==> src/rtl/div_arbiter_if.sv <==
// Bus bundle between the requesters, the response consumer, the shared divider
// and div_arbiter.
//   req_*  : per-requester valid/ready plus packed operands (requester i at [i*N +: N])
//   resp_* : single tagged response channel (valid/ready)
//   div_*  : start pulse, operands, completion pulse and results of the divider
// slave modport is the arbiter's view; master modport is the environment's view.
interface div_arbiter_if #(
  parameter int unsigned N    = 16,
  parameter int unsigned NREQ = 4
);
  localparam int unsigned IDW = $clog2(NREQ);

  logic [NREQ-1:0]   req_valid;
  logic [NREQ-1:0]   req_ready;
  logic [NREQ*N-1:0] req_dividend;
  logic [NREQ*N-1:0] req_divisor;

  logic              resp_valid;
  logic              resp_ready;
  logic [IDW-1:0]    resp_id;
  logic [N-1:0]      resp_quotient;
  logic [N-1:0]      resp_remainder;
  logic              resp_dbz;

  logic              div_start;
  logic [N-1:0]      div_dividend;
  logic [N-1:0]      div_divisor;
  logic              div_done;
  logic [N-1:0]      div_quotient;
  logic [N-1:0]      div_remainder;

  modport slave (
    input  req_valid, req_dividend, req_divisor, resp_ready,
           div_done, div_quotient, div_remainder,
    output req_ready, resp_valid, resp_id, resp_quotient, resp_remainder,
           resp_dbz, div_start, div_dividend, div_divisor
  );

  modport master (
    output req_valid, req_dividend, req_divisor, resp_ready,
           div_done, div_quotient, div_remainder,
    input  req_ready, resp_valid, resp_id, resp_quotient, resp_remainder,
           resp_dbz, div_start, div_dividend, div_divisor
  );
endinterface

==> src/rtl/div_arbiter.sv <==
// Round-robin arbiter/sequencer sharing one iterative unsigned divider among
// NREQ requesters. Divide-by-zero is answered locally without the divider.
//   clk   : rising-edge clock
//   reset : asynchronous, active-high (divider must share it)
//   bus   : div_arbiter_if.slave (request, response and divider channels)
//   busy  : high in every state except IDLE
module div_arbiter #(
  parameter int unsigned N    = 16,
  parameter int unsigned NREQ = 4
) (
  input  logic            clk,
  input  logic            reset,
  div_arbiter_if.slave    bus,
  output logic            busy
);
  localparam int unsigned IDW = $clog2(NREQ);

  typedef enum logic [1:0] {IDLE, ISSUE, WAIT, RESP} state_e;

  state_e            state_q, state_d;
  logic [IDW-1:0]    rr_ptr_q, rr_ptr_d;
  logic [IDW-1:0]    resp_id_q, resp_id_d;
  logic [N-1:0]      dividend_q, dividend_d;
  logic [N-1:0]      divisor_q, divisor_d;
  logic [N-1:0]      quot_q, quot_d;
  logic [N-1:0]      rem_q, rem_d;
  logic              dbz_q, dbz_d;
  logic              resp_valid_q, resp_valid_d;
  logic              div_start_q, div_start_d;
  logic              busy_q, busy_d;

  logic [IDW-1:0]    winner;
  logic [IDW-1:0]    cand;
  logic              found;
  logic [N-1:0]      sel_dividend;
  logic [N-1:0]      sel_divisor;
  logic [NREQ-1:0]   req_ready_c;

  // Winner: first valid requester at or above rr_ptr, wrapping around.
  always_comb begin
    found  = 1'b0;
    winner = '0;
    cand   = '0;
    for (int unsigned k = 0; k < NREQ; k++) begin
      cand = IDW'((32'(rr_ptr_q) + k) % NREQ);
      if (!found && bus.req_valid[cand]) begin
        found  = 1'b1;
        winner = cand;
      end
    end
  end

  assign sel_dividend = bus.req_dividend[32'(winner)*N +: N];
  assign sel_divisor  = bus.req_divisor[32'(winner)*N +: N];

  // Next-state, datapath capture and registered-output targets.
  always_comb begin
    state_d     = state_q;
    rr_ptr_d    = rr_ptr_q;
    resp_id_d   = resp_id_q;
    dividend_d  = dividend_q;
    divisor_d   = divisor_q;
    quot_d      = quot_q;
    rem_d       = rem_q;
    dbz_d       = dbz_q;
    req_ready_c = '0;

    case (state_q)
      IDLE: begin
        if (found && !reset) begin
          req_ready_c[winner] = 1'b1;
          resp_id_d  = winner;
          dividend_d = sel_dividend;
          divisor_d  = sel_divisor;
          rr_ptr_d   = (32'(winner) == NREQ - 1) ? '0 : winner + IDW'(1);
          if (sel_divisor == '0) begin
            // Answered locally: all-ones quotient, dividend as remainder.
            quot_d  = '1;
            rem_d   = sel_dividend;
            dbz_d   = 1'b1;
            state_d = RESP;
          end else begin
            state_d = ISSUE;
          end
        end
      end
      ISSUE: state_d = WAIT;
      WAIT: begin
        if (bus.div_done) begin
          quot_d  = bus.div_quotient;
          rem_d   = bus.div_remainder;
          dbz_d   = 1'b0;
          state_d = RESP;
        end
      end
      RESP: begin
        if (bus.resp_ready) state_d = IDLE;
      end
      default: state_d = IDLE;
    endcase

    resp_valid_d = (state_d == RESP);
    div_start_d  = (state_d == ISSUE);
    busy_d       = (state_d != IDLE);
  end

  // State and output registers.
  always_ff @(posedge clk or posedge reset) begin
    if (reset) begin
      state_q      <= IDLE;
      rr_ptr_q     <= '0;
      resp_id_q    <= '0;
      dividend_q   <= '0;
      divisor_q    <= '0;
      quot_q       <= '0;
      rem_q        <= '0;
      dbz_q        <= 1'b0;
      resp_valid_q <= 1'b0;
      div_start_q  <= 1'b0;
      busy_q       <= 1'b0;
    end else begin
      state_q      <= state_d;
      rr_ptr_q     <= rr_ptr_d;
      resp_id_q    <= resp_id_d;
      dividend_q   <= dividend_d;
      divisor_q    <= divisor_d;
      quot_q       <= quot_d;
      rem_q        <= rem_d;
      dbz_q        <= dbz_d;
      resp_valid_q <= resp_valid_d;
      div_start_q  <= div_start_d;
      busy_q       <= busy_d;
    end
  end

  assign bus.req_ready      = req_ready_c;
  assign bus.resp_valid     = resp_valid_q;
  assign bus.resp_id        = resp_id_q;
  assign bus.resp_quotient  = quot_q;
  assign bus.resp_remainder = rem_q;
  assign bus.resp_dbz       = dbz_q;
  assign bus.div_start      = div_start_q;
  assign bus.div_dividend   = dividend_q;
  assign bus.div_divisor    = divisor_q;
  assign busy               = busy_q;
endmodule

==> src/flat_wrapper.sv <==
// flat-port wrapper written by rule: the top's interface ports become plain ports
module div_arbiter_flat 
#(
  parameter int unsigned N    = 16,
  parameter int unsigned NREQ = 4
)
  (clk, reset, busy, bus_req_valid, bus_req_dividend, bus_req_divisor, bus_resp_ready, bus_div_done, bus_div_quotient, bus_div_remainder, bus_req_ready, bus_resp_valid, bus_resp_id, bus_resp_quotient, bus_resp_remainder, bus_resp_dbz, bus_div_start, bus_div_dividend, bus_div_divisor);
  div_arbiter_if #(.N(N), .NREQ(NREQ)) bus_i ();
  input  logic clk;
  input  logic reset;
  output logic busy;
  input wire logic [$bits(bus_i.req_valid)-1:0] bus_req_valid;
  input wire logic [$bits(bus_i.req_dividend)-1:0] bus_req_dividend;
  input wire logic [$bits(bus_i.req_divisor)-1:0] bus_req_divisor;
  input wire logic [$bits(bus_i.resp_ready)-1:0] bus_resp_ready;
  input wire logic [$bits(bus_i.div_done)-1:0] bus_div_done;
  input wire logic [$bits(bus_i.div_quotient)-1:0] bus_div_quotient;
  input wire logic [$bits(bus_i.div_remainder)-1:0] bus_div_remainder;
  output wire logic [$bits(bus_i.req_ready)-1:0] bus_req_ready;
  output wire logic [$bits(bus_i.resp_valid)-1:0] bus_resp_valid;
  output wire logic [$bits(bus_i.resp_id)-1:0] bus_resp_id;
  output wire logic [$bits(bus_i.resp_quotient)-1:0] bus_resp_quotient;
  output wire logic [$bits(bus_i.resp_remainder)-1:0] bus_resp_remainder;
  output wire logic [$bits(bus_i.resp_dbz)-1:0] bus_resp_dbz;
  output wire logic [$bits(bus_i.div_start)-1:0] bus_div_start;
  output wire logic [$bits(bus_i.div_dividend)-1:0] bus_div_dividend;
  output wire logic [$bits(bus_i.div_divisor)-1:0] bus_div_divisor;
  assign bus_i.req_valid = bus_req_valid;
  assign bus_i.req_dividend = bus_req_dividend;
  assign bus_i.req_divisor = bus_req_divisor;
  assign bus_i.resp_ready = bus_resp_ready;
  assign bus_i.div_done = bus_div_done;
  assign bus_i.div_quotient = bus_div_quotient;
  assign bus_i.div_remainder = bus_div_remainder;
  assign bus_req_ready = bus_i.req_ready;
  assign bus_resp_valid = bus_i.resp_valid;
  assign bus_resp_id = bus_i.resp_id;
  assign bus_resp_quotient = bus_i.resp_quotient;
  assign bus_resp_remainder = bus_i.resp_remainder;
  assign bus_resp_dbz = bus_i.resp_dbz;
  assign bus_div_start = bus_i.div_start;
  assign bus_div_dividend = bus_i.div_dividend;
  assign bus_div_divisor = bus_i.div_divisor;
  div_arbiter #(.N(N), .NREQ(NREQ)) u_core (.clk(clk), .reset(reset), .bus(bus_i), .busy(busy));
endmodule
==> config.mk <==
export PLATFORM = sky130hd
export DESIGN_NAME = div_arbiter_flat
export DESIGN_NICKNAME = d
export VERILOG_FILES = /design/src/rtl/div_arbiter_if.sv /design/src/rtl/div_arbiter.sv /design/src/flat_wrapper.sv
export SDC_FILE = /design/constraint.sdc
export NUM_CORES = 1
export LEC_CHECK = 0
export CORE_AREA = 2 2 95 97
export CTS_CLUSTER_SIZE = 10
export DETAILED_ROUTE_END_ITERATION = 6
export DIE_AREA = 0 0 97 99
export DONT_BUFFER_PORTS = 1
export PLACE_DENSITY = 0.67
export SETUP_SLACK_MARGIN = 0.05
export SLEW_MARGIN = 20
export SYNTH_ARGS = -nofsm -noshare
export SYNTH_HDL_FRONTEND = slang
export SYNTH_SLANG_ARGS = --single-unit
==> constraint.sdc <==
create_clock -name clk -period 4.3 [get_ports clk]
set_clock_uncertainty 0.1 [all_clocks]
set_input_delay 1.29 -clock clk [delete_from_list [all_inputs] [get_ports clk]]
set_output_delay 1.29 -clock clk [all_outputs]
set_load 0.02 [all_outputs]
# Word-level counts from Yosys, hierarchy flattened
# Cells that the tools add are included.
# op_classes
addsub	4
magnitude_cmp	6
eq_ne	9
shifts	2
muxes	38
reduce_logical	15
# op_table
op	count
$shiftx 64x7->16	2
$mux 16	6
$pmux 16 s2	2
$mux 2	9
$logic_not 16->1	1
$lt 2x3->1 const B	5
$mux 1	12
$bmux 1 s2	4
$eq 2x2->1 const B	4
$mux 4	2
$pmux 2 s4	1
$logic_and 1x1->1	5
$add 2x1->2 const B	2
$add 2x2->2 const B	2
$eq 2x1->1 const B	2
$logic_not 1->1	4
$ne 2x1->1 const B	2
$reduce_and 4->1	1
$reduce_bool 2->1	2
$demux 1 s2	1
$ge 2x1->1 const B	1
$logic_not 2->1	1
$ne 2x2->1 const B	1
$pmux 1 s2	1
$reduce_and 2->1	1
# word_totals
reg_bits	74
elab_cells	85

# Depth between registers and ports, before layout
# depth
word_depth	18
mapped_depth	13
depth_no_buf	9

# Least setup slack after synthesis
# OpenSTA, ideal clock, no wires.
# synth_path
path_type	input to output
start	input bus_req_valid[2]
end	output bus_req_ready[0]
arrival_time_ps	2947
path_slack_ps	-37
cell_stages	9
n_path_buf	3
path_cell_list	nor2b_1 a311oi_2 nor2_4 buf_6 buf_2 clkinv_1 clkbuf_1 ha_1 and2_1
# synth_between
elab_chain_len	18
word_cells_on_any_way	30
classes_between	2 x order compare; 20 x mux; 8 x reduce/logical
# synth_lines
element	line_no	text
start: declaration	flat_wrapper.sv:12	input wire logic [$bits(bus_i.req_valid)-1:0] bus_req_valid;
$bmux 1 s2	div_arbiter.sv:46	if (!found && bus.req_valid[cand]) begin
$mux 1 (not written as such)	div_arbiter.sv:46	
$mux 1	div_arbiter.sv:46	
$logic_not 1->1	div_arbiter.sv:46	
$logic_and 1x1->1	div_arbiter.sv:46	
$mux 1	div_arbiter.sv:46	
$logic_not 1->1	div_arbiter.sv:46	
$logic_and 1x1->1	div_arbiter.sv:46	
[2 not listed]	--	
$logic_and 1x1->1	div_arbiter.sv:46	
$mux 2	div_arbiter.sv:46	
$lt 2x3->1 (not written as such) / $ge 2x1->1 (equally long branches)	div_arbiter.sv:71	req_ready_c[winner] = 1'b1;
$logic_and 1x1->1 (not written as such)	div_arbiter.sv:71	
$mux 1 (not written as such)	div_arbiter.sv:71	
$demux 1 s2	--	
$mux 4 *	div_arbiter.sv:70	if (found && !reset) begin
$mux 4 *	div_arbiter.sv:68	case (state_q)
end: declaration	flat_wrapper.sv:19	output wire logic [$bits(bus_i.req_ready)-1:0] bus_req_ready;
# Every way passes the cells marked *; elsewhere a longest branch is shown, timed or not. The select of a mux whose other input is x is not followed.

# Final worst setup path
# layout_path
start	input bus_req_valid[2]
end	output bus_req_ready[2]
# Same word-level chain as after synthesis.

==> flow_summary.ini <==
[die]
die_x_um = 97
ios = 242
initial_core_util = 0.5212
rows = 34
core_sq_um = 8551
die_h_um = 99
die_area_sq_um = 9603

[clock_network]
cts_tree = built
clk_latency_ns = 0.34
htreeDepth = 3
cts.sinks = 74
root_buffer = clkbuf_8
cts_hold_buf = 0
clk_path_buf_depth = 2
clk_pin_slew_worst_paths_ns = 0.08
numCtsBuffers = 9

[sta]
finalHoldViolCount = 0
tightest_slew_ns = 0.8767
period_share = 0.9468
period_needed_ns = 4.071
tns_ns = 0
finalSetupViolCount = 0
slew_viol_final = 0
fmax_mhz = 245.6
relSlewSlack = 0.4149
grt_setup_unrepaired = no
whs_ns = 0.4527

[critical_path]
crit_buf_inv = 1
rr_startpoint = u_core.rr_ptr_q[0]
crit_end = bus_req_ready[2]
endpoint_kind = primary output
startpoint_type = primary input
crit_fanout = 24
critPathKind = primary input to primary output
r2r_cells = 10
cpPeakStageDelay_ns = 0.46
required_ns = 2.91
arrival_ns = 2.68
crit_path_start = bus_req_valid[2]
critPathSlowestCell = o221a_4
cp.depth = 6
path_cells = nor2b_1, o21ai_1, o221a_4, inv_1, ha_1, and2_1
ff2ff_setup_slack_ns = 0.91
path_delay_family = compound AO/OA/AOI/OAI gates
reg2reg_to = u_core.bus.resp_remainder[1]

[cells_and_area]
diodes = 0
nNetsFinal = 642
drive_above_1_share = 0.1874
area_growth_pct = 8.226

[drt]
wl_per_cell_um = 18.24
drt-pass1-iter-count = 4
ant_nets = 0
routed_wl_um = 10630
viasPerCell = 5.696
routed-via-count = 3321
drt_iter0_drc = 93
drcViolationCount = 0

[global_routing]
antenna_found_initial = 0
grt_usage = 0.2165
grt_pass1_vias = 3233
overflow = 0
grt_pass1_wl_um = 16810
grt_max_degree = 65

[logic_synthesis]
synth_seq_cells = 74
synth.area.top_cells = dfrtp_1, nand2_1, mux2_4
synth.most_common_cell = nand2_1
synthCells = 471
syn_nets = 643
syn_area_sq_um = 4457
synth_seq_area_share = 0.4155
syn_area_per_cell_sq_um = 9.462
synthArstFlopShare = 1.000
yosys.area.top_type = dfrtp_1
yosys.area.top_type_share = 0.4155
synth_ff_type = dfrtp_1
ys_warn_count = 0
synth_edf_count = 0
ys_top_cells_by_count = nand2_1, dfrtp_1, o21ai_0, mux2i_1, mux2_4
synth.distinct_cells = 38

[run]
maxCapViolations = 0

[pwr]
switching_share = 0.4343
peakVddDrop_v = 0.0003382
clkPwrFrac = 0.185
power.leakage_nw = 2.330
p_total_mw = 3.864
comb_power_share = 0.386
powerDensity_nw_per_um2 = 801.0
power_switching_mw = 1.678
p_int_mw = 2.186
power_frac_seq = 0.429

[placement]
gp_congestion = 0.8677
hpwl_um = 7768
portBuffers = 0

[hold_path]
hold_class = flop to flop

[run_status]
outcome = finished, final reports clean
==> layer usage <==
layer / global-route usage / part of all wire / up-vias
met2: 0.3312 / 0.46 / 130
met4: 0.07259 / 0.013 / 0
met3: 0.05674 / 0.070 / 15
li1: - / - / 1583
met1: 0.3010 / 0.45 / 1593
met5: 0 / 0 / -
==> worst reg2reg max path, cell delays in order, from the launching register on <==
cell	delay, ns
dfrtp_1	0.41
nor2b_1	0.22
a311oi_2	0.13
nor2_2	0.74
mux2i_1	0.26
mux2_2	0.18
nand4bb_1	0.17
nor4_4	0.47
a21oi_4	0.06
buf_12	0.21
mux2_4	0.33
==> through the flow <==
stage | utilization | cell area [sq um] | cells | worst slack, ns
after floorplan | - | 4459 | 471 | 0.08175
after global placement | 0.5218 | 4462 | 557 | -0.1014
after detailed placement | 0.5218 | 4462 | 557 | -0.2534
after CTS | 0.5546 | 4742 | 574 | 0.06516
after global routing | 0.5641 | 4823 | 583 | 0.1410
final | 0.5641 | 4823 | 583 | 0.2286
==> power by group through the flow <==
| stage | clock network [mW] | registers [mW] | logic [mW] |
|---|---|---|---|
| floorplan | 0 | 1.58 | 1.28 |
| global placement | 0 | 1.67 | 1.39 |
| detailed placement | 0 | 1.67 | 1.44 |
| CTS | 0.730 | 1.67 | 1.45 |
| global route | 0.757 | 1.69 | 1.68 |
| finish | 0.715 | 1.66 | 1.49 |
==> how the worst min path moves through the flow <==
stage                  startpoint            endpoint  slack, ns  depth (start not counted)
2_1_floorplan  u_core.rr_ptr_q[0]  u_core.rr_ptr_q[0]       0.38                          2
3_3_place_gp   u_core.rr_ptr_q[0]  u_core.rr_ptr_q[0]       0.44                          2
3_5_place_dp   u_core.rr_ptr_q[0]  u_core.rr_ptr_q[0]       0.44                          2
4_1_cts        u_core.rr_ptr_q[0]  u_core.rr_ptr_q[0]       0.46                          2
5_1_grt        u_core.rr_ptr_q[0]  u_core.rr_ptr_q[0]       0.48                          2
6_report       u_core.rr_ptr_q[0]  u_core.rr_ptr_q[0]       0.45                          2
==> cell type report <==
type,instances,area [sq um]
clock inverter,6,137.6
timing repair buffer,19,167.7
clock buffer,10,127.6
multi-input combinational,359,2375
fill,750,3727
inverter,7,28.78
tap,108,135.1
sequential,74,1852
==> sequential cells by signal, indices dropped and copies added (netlist names), 2 cells and up <==
name and flops:
u_core.bus.resp_id 2, u_core.rr_ptr_q 2, u_core.bus.resp_quotient 16, u_core.bus.div_dividend 16, u_core.bus.resp_remainder 16, u_core.bus.div_divisor 16
u_core.state_q 2
==> kinds of logic after synthesis <==
group | synth area share
mux | 0.2181
compound gates | 0.08984
fa+ha+maj | 0.01123
simple gates | 0.2086
buf+inv | 0.05671
flops | 0.4155
==> cells in the final DEF, fill, tap and decap left out, drive strengths merged, types with 5 or more instances in the layout <==
| cell type | Yosys | routed |
|---|---|---|
| and2 | 5 | 5 |
| buf | 14 | 19 |
| clkbuf | 18 | 10 |
| dfrtp | 74 | 74 |
| inv | 6 | 7 |
| mux2 | 44 | 44 |
| mux2i | 36 | 36 |
| nand2 | 144 | 144 |
| nand2b | 17 | 17 |
| nand3 | 18 | 18 |
| nor2 | 6 | 7 |
| o21ai | 62 | 62 |
==> what timing repair did <==
action,in CTS,in global routing
buffers inserted,0,9
gates resized for setup,1,0
endpoints found under the setup margin,4,2
cloned,1,0
pin swaps,1,1
Note: power is estimated with default switching activity, not from simulation.
